[src/rtl/ifft4_stream.sv]
`default_nettype none
`timescale 1ns/1ps
// ============================================================================
// Module   : ifft4_stream
// Purpose  : Sequential 4-point radix-2 inverse FFT. Loads one frame of four
//            complex Q1.(W-1) samples, runs two time-multiplexed butterfly
//            stages (one butterfly pair per cycle, per-stage 1/2 scaling with
//            round-half-up and saturation), then streams x[0..3] out.
// Revision : 1.0 - initial release
// ============================================================================
module ifft4_stream #(
    parameter int BIT_WIDTH = 8
) (
    input  logic                 clk,
    input  logic                 rst,
    input  logic                 in_valid,
    output logic                 in_ready,
    input  logic [BIT_WIDTH-1:0] in_re,
    input  logic [BIT_WIDTH-1:0] in_im,
    input  logic                 in_last,
    output logic                 out_valid,
    input  logic                 out_ready,
    output logic [BIT_WIDTH-1:0] out_re,
    output logic [BIT_WIDTH-1:0] out_im,
    output logic                 out_last,
    output logic                 busy,
    output logic                 frame_err
);

    localparam logic signed [BIT_WIDTH+1:0] C_ONE = 1;
    localparam logic signed [BIT_WIDTH+1:0] C_MAX = (2 ** (BIT_WIDTH - 1)) - 1;

    typedef enum logic [1:0] {
        ST_LOAD = 2'd0,
        ST_S1   = 2'd1,
        ST_S2   = 2'd2,
        ST_OUT  = 2'd3
    } state_t;

    // Scaled add: (a +/- b) in W+1 bits, then (s+1)>>>1; only the top can overflow.
    function automatic logic [BIT_WIDTH-1:0] sa(input logic [BIT_WIDTH-1:0] a,
                                                input logic [BIT_WIDTH-1:0] b,
                                                input logic                 sub);
        logic signed [BIT_WIDTH:0]   ea;
        logic signed [BIT_WIDTH:0]   eb;
        logic signed [BIT_WIDTH:0]   s;
        logic signed [BIT_WIDTH+1:0] t;
        ea = $signed({a[BIT_WIDTH-1], a});
        eb = $signed({b[BIT_WIDTH-1], b});
        s  = sub ? (ea - eb) : (ea + eb);
        t  = $signed({s[BIT_WIDTH], s}) + C_ONE;
        t  = t >>> 1;
        if (t > C_MAX) begin
            sa = C_MAX[BIT_WIDTH-1:0];
        end else begin
            sa = t[BIT_WIDTH-1:0];
        end
    endfunction

    state_t               state_q;
    logic                 phase_q;
    logic [1:0]           beat_q;
    logic [1:0]           cnt_q;
    logic [BIT_WIDTH-1:0] x_re_q [4];
    logic [BIT_WIDTH-1:0] x_im_q [4];
    logic [BIT_WIDTH-1:0] a_re_q [4];
    logic [BIT_WIDTH-1:0] a_im_q [4];
    logic [BIT_WIDTH-1:0] y_re_q [4];
    logic [BIT_WIDTH-1:0] y_im_q [4];

    logic                 in_ready_q;
    logic                 out_valid_q;
    logic [BIT_WIDTH-1:0] out_re_q;
    logic [BIT_WIDTH-1:0] out_im_q;
    logic                 out_last_q;
    logic                 busy_q;
    logic                 frame_err_q;

    logic [BIT_WIDTH-1:0] op_a_re_d, op_a_im_d, op_b_re_d, op_b_im_d;
    logic                 flip_d;
    logic [BIT_WIDTH-1:0] bf_p_re_d, bf_p_im_d, bf_m_re_d, bf_m_im_d;

    // Shared butterfly: select operands for the current stage/phase. For the
    // +j twiddle, b carries (A3im, A3re) and the real add/sub is swapped,
    // which avoids negating A3im (and its -2^(W-1) overflow).
    always_comb begin
        op_a_re_d = '0;
        op_a_im_d = '0;
        op_b_re_d = '0;
        op_b_im_d = '0;
        flip_d    = 1'b0;
        case (state_q)
            ST_S1: begin
                if (!phase_q) begin
                    op_a_re_d = x_re_q[0]; op_a_im_d = x_im_q[0];
                    op_b_re_d = x_re_q[2]; op_b_im_d = x_im_q[2];
                end else begin
                    op_a_re_d = x_re_q[1]; op_a_im_d = x_im_q[1];
                    op_b_re_d = x_re_q[3]; op_b_im_d = x_im_q[3];
                end
            end
            ST_S2: begin
                if (!phase_q) begin
                    op_a_re_d = a_re_q[0]; op_a_im_d = a_im_q[0];
                    op_b_re_d = a_re_q[2]; op_b_im_d = a_im_q[2];
                end else begin
                    op_a_re_d = a_re_q[1]; op_a_im_d = a_im_q[1];
                    op_b_re_d = a_im_q[3]; op_b_im_d = a_re_q[3];
                    flip_d    = 1'b1;
                end
            end
            default: ;
        endcase
        bf_p_re_d = sa(op_a_re_d, op_b_re_d, flip_d);
        bf_p_im_d = sa(op_a_im_d, op_b_im_d, 1'b0);
        bf_m_re_d = sa(op_a_re_d, op_b_re_d, ~flip_d);
        bf_m_im_d = sa(op_a_im_d, op_b_im_d, 1'b1);
    end

    // Control FSM plus sample/intermediate/output registers.
    always_ff @(posedge clk or posedge rst) begin
        if (rst) begin
            state_q     <= ST_LOAD;
            phase_q     <= 1'b0;
            beat_q      <= 2'd0;
            cnt_q       <= 2'd0;
            in_ready_q  <= 1'b1;
            out_valid_q <= 1'b0;
            out_re_q    <= '0;
            out_im_q    <= '0;
            out_last_q  <= 1'b0;
            busy_q      <= 1'b0;
            frame_err_q <= 1'b0;
            for (int i = 0; i < 4; i++) begin
                x_re_q[i] <= '0; x_im_q[i] <= '0;
                a_re_q[i] <= '0; a_im_q[i] <= '0;
                y_re_q[i] <= '0; y_im_q[i] <= '0;
            end
        end else begin
            frame_err_q <= 1'b0;
            case (state_q)
                ST_LOAD: begin
                    if (in_valid && in_ready_q) begin
                        x_re_q[beat_q] <= in_re;
                        x_im_q[beat_q] <= in_im;
                        if (beat_q == 2'd3) begin
                            // Full frame: processed even if in_last is missing.
                            state_q     <= ST_S1;
                            beat_q      <= 2'd0;
                            phase_q     <= 1'b0;
                            in_ready_q  <= 1'b0;
                            busy_q      <= 1'b1;
                            frame_err_q <= ~in_last;
                        end else if (in_last) begin
                            // Early in_last: drop the partial frame.
                            beat_q      <= 2'd0;
                            frame_err_q <= 1'b1;
                        end else begin
                            beat_q <= beat_q + 2'd1;
                        end
                    end
                end
                ST_S1: begin
                    phase_q <= ~phase_q;
                    if (!phase_q) begin
                        a_re_q[0] <= bf_p_re_d; a_im_q[0] <= bf_p_im_d;
                        a_re_q[1] <= bf_m_re_d; a_im_q[1] <= bf_m_im_d;
                    end else begin
                        a_re_q[2] <= bf_p_re_d; a_im_q[2] <= bf_p_im_d;
                        a_re_q[3] <= bf_m_re_d; a_im_q[3] <= bf_m_im_d;
                        state_q   <= ST_S2;
                    end
                end
                ST_S2: begin
                    phase_q <= ~phase_q;
                    if (!phase_q) begin
                        y_re_q[0] <= bf_p_re_d; y_im_q[0] <= bf_p_im_d;
                        y_re_q[2] <= bf_m_re_d; y_im_q[2] <= bf_m_im_d;
                    end else begin
                        y_re_q[1]   <= bf_p_re_d; y_im_q[1] <= bf_p_im_d;
                        y_re_q[3]   <= bf_m_re_d; y_im_q[3] <= bf_m_im_d;
                        out_re_q    <= y_re_q[0];
                        out_im_q    <= y_im_q[0];
                        out_last_q  <= 1'b0;
                        out_valid_q <= 1'b1;
                        cnt_q       <= 2'd0;
                        state_q     <= ST_OUT;
                    end
                end
                ST_OUT: begin
                    if (out_valid_q && out_ready) begin
                        if (cnt_q == 2'd3) begin
                            state_q     <= ST_LOAD;
                            out_valid_q <= 1'b0;
                            out_re_q    <= '0;
                            out_im_q    <= '0;
                            out_last_q  <= 1'b0;
                            in_ready_q  <= 1'b1;
                            busy_q      <= 1'b0;
                            cnt_q       <= 2'd0;
                        end else begin
                            cnt_q      <= cnt_q + 2'd1;
                            out_re_q   <= y_re_q[cnt_q + 2'd1];
                            out_im_q   <= y_im_q[cnt_q + 2'd1];
                            out_last_q <= (cnt_q == 2'd2);
                        end
                    end
                end
                default: state_q <= ST_LOAD;
            endcase
        end
    end

    assign in_ready  = in_ready_q;
    assign out_valid = out_valid_q;
    assign out_re    = out_re_q;
    assign out_im    = out_im_q;
    assign out_last  = out_last_q;
    assign busy      = busy_q;
    assign frame_err = frame_err_q;

endmodule
`default_nettype wire

[config.mk]
export PLATFORM = sky130hd
export DESIGN_NAME = ifft4_stream
export DESIGN_NICKNAME = d
export VERILOG_FILES = /design/src/rtl/ifft4_stream.sv
export SDC_FILE = /design/constraint.sdc
export NUM_CORES = 1
export LEC_CHECK = 0
export BUFFER_PORTS_ARGS = -buffer_cell sky130_fd_sc_hd__buf_2
export CAP_MARGIN = 5
export CORE_MARGIN = 4
export CORE_UTILIZATION = 45
export DETAILED_ROUTE_END_ITERATION = 12
export HOLD_SLACK_MARGIN = 0.12
export MAX_ROUTING_LAYER = met4
export PLACE_DENSITY = 0.73
export SLEW_MARGIN = 5
export SYNTH_ARGS = -nofsm -noshare
export SYNTH_HDL_FRONTEND = slang
export SYNTH_SLANG_ARGS = --single-unit
[constraint.sdc]
create_clock -name clk -period 6.98 [get_ports clk]
set_input_delay 0.698 -clock clk [delete_from_list [all_inputs] [get_ports clk]]
set_output_delay 0.698 -clock clk [all_outputs]
set_load 0.01 [all_outputs]
==> results.ini <==
[clock_tree]
ctsHoldBuffers=0
clk_path_buf_depth=3
root_buffer=clkbuf_16
cts_tree=built
cts_setup_buffers=0
cts_buffers=23
clock_latency_ps=530
postCtsResizedCells=0
htree_levels=1
cts_sinks=220
path_clk_slew_ps=60

[routing]
ant_nets=0
wire_per_inst_um=19.3
drt_iter0_drc=1021
drt-vias-per-instance=5.89
vias=9708
routed_wl_um=31900
detail_route.first_pass.iterations=5
drc=0

[yosys]
synthArstFlopShare_pct=100
synthCells=1259
yosysUniqueCellTypes=75
synth_edf_count=0
synth_top_flop_cell=dfrtp_1
syn_area_mm2=0.0126
avgSynthCellArea_um2=9.97
synth_seq_cells=220
seq_area_frac_synth_pct=43.9
yosysWarnings=0
syn-num-nets=1331

[final_layout]
layout-drive-gt1-share_pct=20.1
final_common_cell=dfrtp_1
final_cell_mix=dfrtp_1 (218), nor2_1 (125), mux2_2 (123)
antenna_cells=0
syn_to_final_growth_pct=10.3
fin_nets=1333

[place]
io_buffers=41
gp_congestion=0.961
dp_hpwl_um=22500

[grt]
grt_max_degree=97
first_global_vias=9245
grt_pass1_wl_um=52000
grt_antenna_before_repair=0
grt_remaining_overflow=0
track_usage_pct=21.5

[floorplanning]
initial_core_util_pct=46.2
die_h_um=175
rows=60
die_x_um=175
die_area_mm2=0.0306
coreArea_mm2=0.0272
ios=42

[setup_path]
r2r_cells=16
reg2reg_slack_ps=1580
critPathMaxFanout=39
reg2reg_from=phase_q
cp.required_ps=7420
cp-end-kind=flop
critPathKind=reg2reg
reg2reg_to=a_re_q[27]
startpoint_type=flop
critical_path_arrival_ps=5840

[timing]
fin_crit_ps=5400
hold_violations=0
report.final.slew_viol_count=0
period_share_pct=77.3
fin_tns_setup_ps=0
finalSetupViolations=0
tightest_slew_ps=1210
fin_skew_ps=27.8
maxSlewHeadroom_pct=19.2
fmaxAchievable_mhz=185
rsz0062_at_grt=false

[run_status]
outcome=finished, final reports clean

[hold_path]
worstHoldPathType=in2async

[job]
maxCapViolations=0

==> cell type report <==
cell class,count,area (um^2)
tap,372,465
fill,2495,13300
sequential,220,5510
multi-input combinational,910,6550
timing repair buffer,59,340
clock inverter,10,153
inverter,47,184
clock buffer,30,642
==> stage by stage <==
stage | worst slack (ps) | instance area [um^2] | cells | hold slack [ps] | utilization (%)
global route | 1160 | 13800 | 1648 | 343 | 50.9
CTS | 1730 | 13800 | 1648 | 311 | 50.9
detailed placement | 1710 | 13000 | 1608 | 467 | 48.0
finish | 1580 | 13800 | 1648 | 279 | 50.9
global placement | 1870 | 13000 | 1608 | 456 | 48.0
floorplan | 263 | 12600 | 1259 | 443 | -
==> kinds of logic (layout without fill, tap and decap cells) <==
group / after synthesis / after routing / share of synthesized area (%)
XOR/XNOR: 30 / 30 / 2.09
buffers and inverters: 129 / 146 / 4.05
multiplexers: 157 / 157 / 15.4
adder cells (fa/ha/maj): 51 / 51 / 5.20
flip-flops: 220 / 220 / 43.9
AND/OR/NAND/NOR: 347 / 347 / 12.8
AO/OA/AOI/OAI: 325 / 325 / 16.5
==> per-layer routing <==
metal	GRT usage (%)	share of wire (%)	vias to the layer above
met2	30.4	43	352
met5	-	0	-
met3	3.96	7.8	45
met1	32.2	47	4802
met4	4.88	2.4	0
li1	-	-	4509
==> cells in the mapped netlist, types with 5 or more instances <==
| library cell | n | area [um^2] |
|---|---|---|
| a211o_1 | 5 | 43.8 |
| a211oi_1 | 6 | 45.0 |
| a21o_1 | 6 | 45.0 |
| a21oi_1 | 78 | 390 |
| a221oi_1 | 5 | 43.8 |
| a22oi_1 | 30 | 225 |
| a31oi_1 | 35 | 219 |
| and2_1 | 11 | 68.8 |
| buf_1 | 11 | 41.3 |
| clkbuf_1 | 67 | 251 |
| dfrtp_1 | 219 | 5480 |
| ha_1 | 49 | 613 |
| inv_1 | 47 | 176 |
| mux2_2 | 123 | 1390 |
| mux2i_1 | 14 | 140 |
| mux4_2 | 16 | 360 |
| nand2_1 | 100 | 375 |
| nand2b_1 | 18 | 113 |
| nand3_1 | 18 | 90.1 |
| nand4_1 | 8 | 50.1 |
| nor2_1 | 125 | 469 |
| nor2b_1 | 25 | 156 |
| nor3_1 | 11 | 55.1 |
| o211ai_1 | 7 | 52.6 |
| o21a_1 | 5 | 37.5 |
| o21ai_0 | 82 | 410 |
| o21ai_1 | 7 | 35.0 |
| o31ai_1 | 17 | 128 |
| xnor2_1 | 18 | 158 |
| xor2_1 | 12 | 105 |
==> worst max-delay path, cell delays in order, from the launching register on <==
cell	delay, ps
dfrtp_2	940
buf_4	430
mux2_4	340
a22oi_1	150
buf_4	220
xnor2_1	130
nor2_1	140
inv_1	60
ha_1	220
nor3_1	180
a21boi_1	260
o211ai_1	150
and2_1	290
or4_1	480
a21boi_1	350
nand3_1	600
a31oi_1	370
==> sequential cells by signal (all words and copies together) (netlist names) <==
| register | flops |
|---|---|
| cnt_q | 2 |
| busy | 1 |
| phase_q | 1 |
| a_re_q | 32 |
| y_re_q | 32 |
| state_q | 2 |
| x_im_q | 32 |
| beat_q | 2 |
| a_im_q | 32 |
| out_im | 8 |
| out_last | 1 |
| frame_err | 1 |
| y_im_q | 32 |
| out_re | 8 |
| x_re_q | 32 |
| out_valid | 1 |
| in_ready | 1 |
==> worst max path at each step <==
stage,start,end,cells past startpoint
after floorplan,rst,a_im_q[0],1
after global placement,phase_q,y_re_q[28],16
after global routing,phase_q,a_re_q[27],16
final,phase_q,a_re_q[27],16
after CTS,phase_q,a_re_q[27],16
after detailed placement,phase_q,a_re_q[28],16
Power is left out: the tool's default activity adds up to more than one toggle a clock period on the data nets, which glitch-free logic cannot reach.
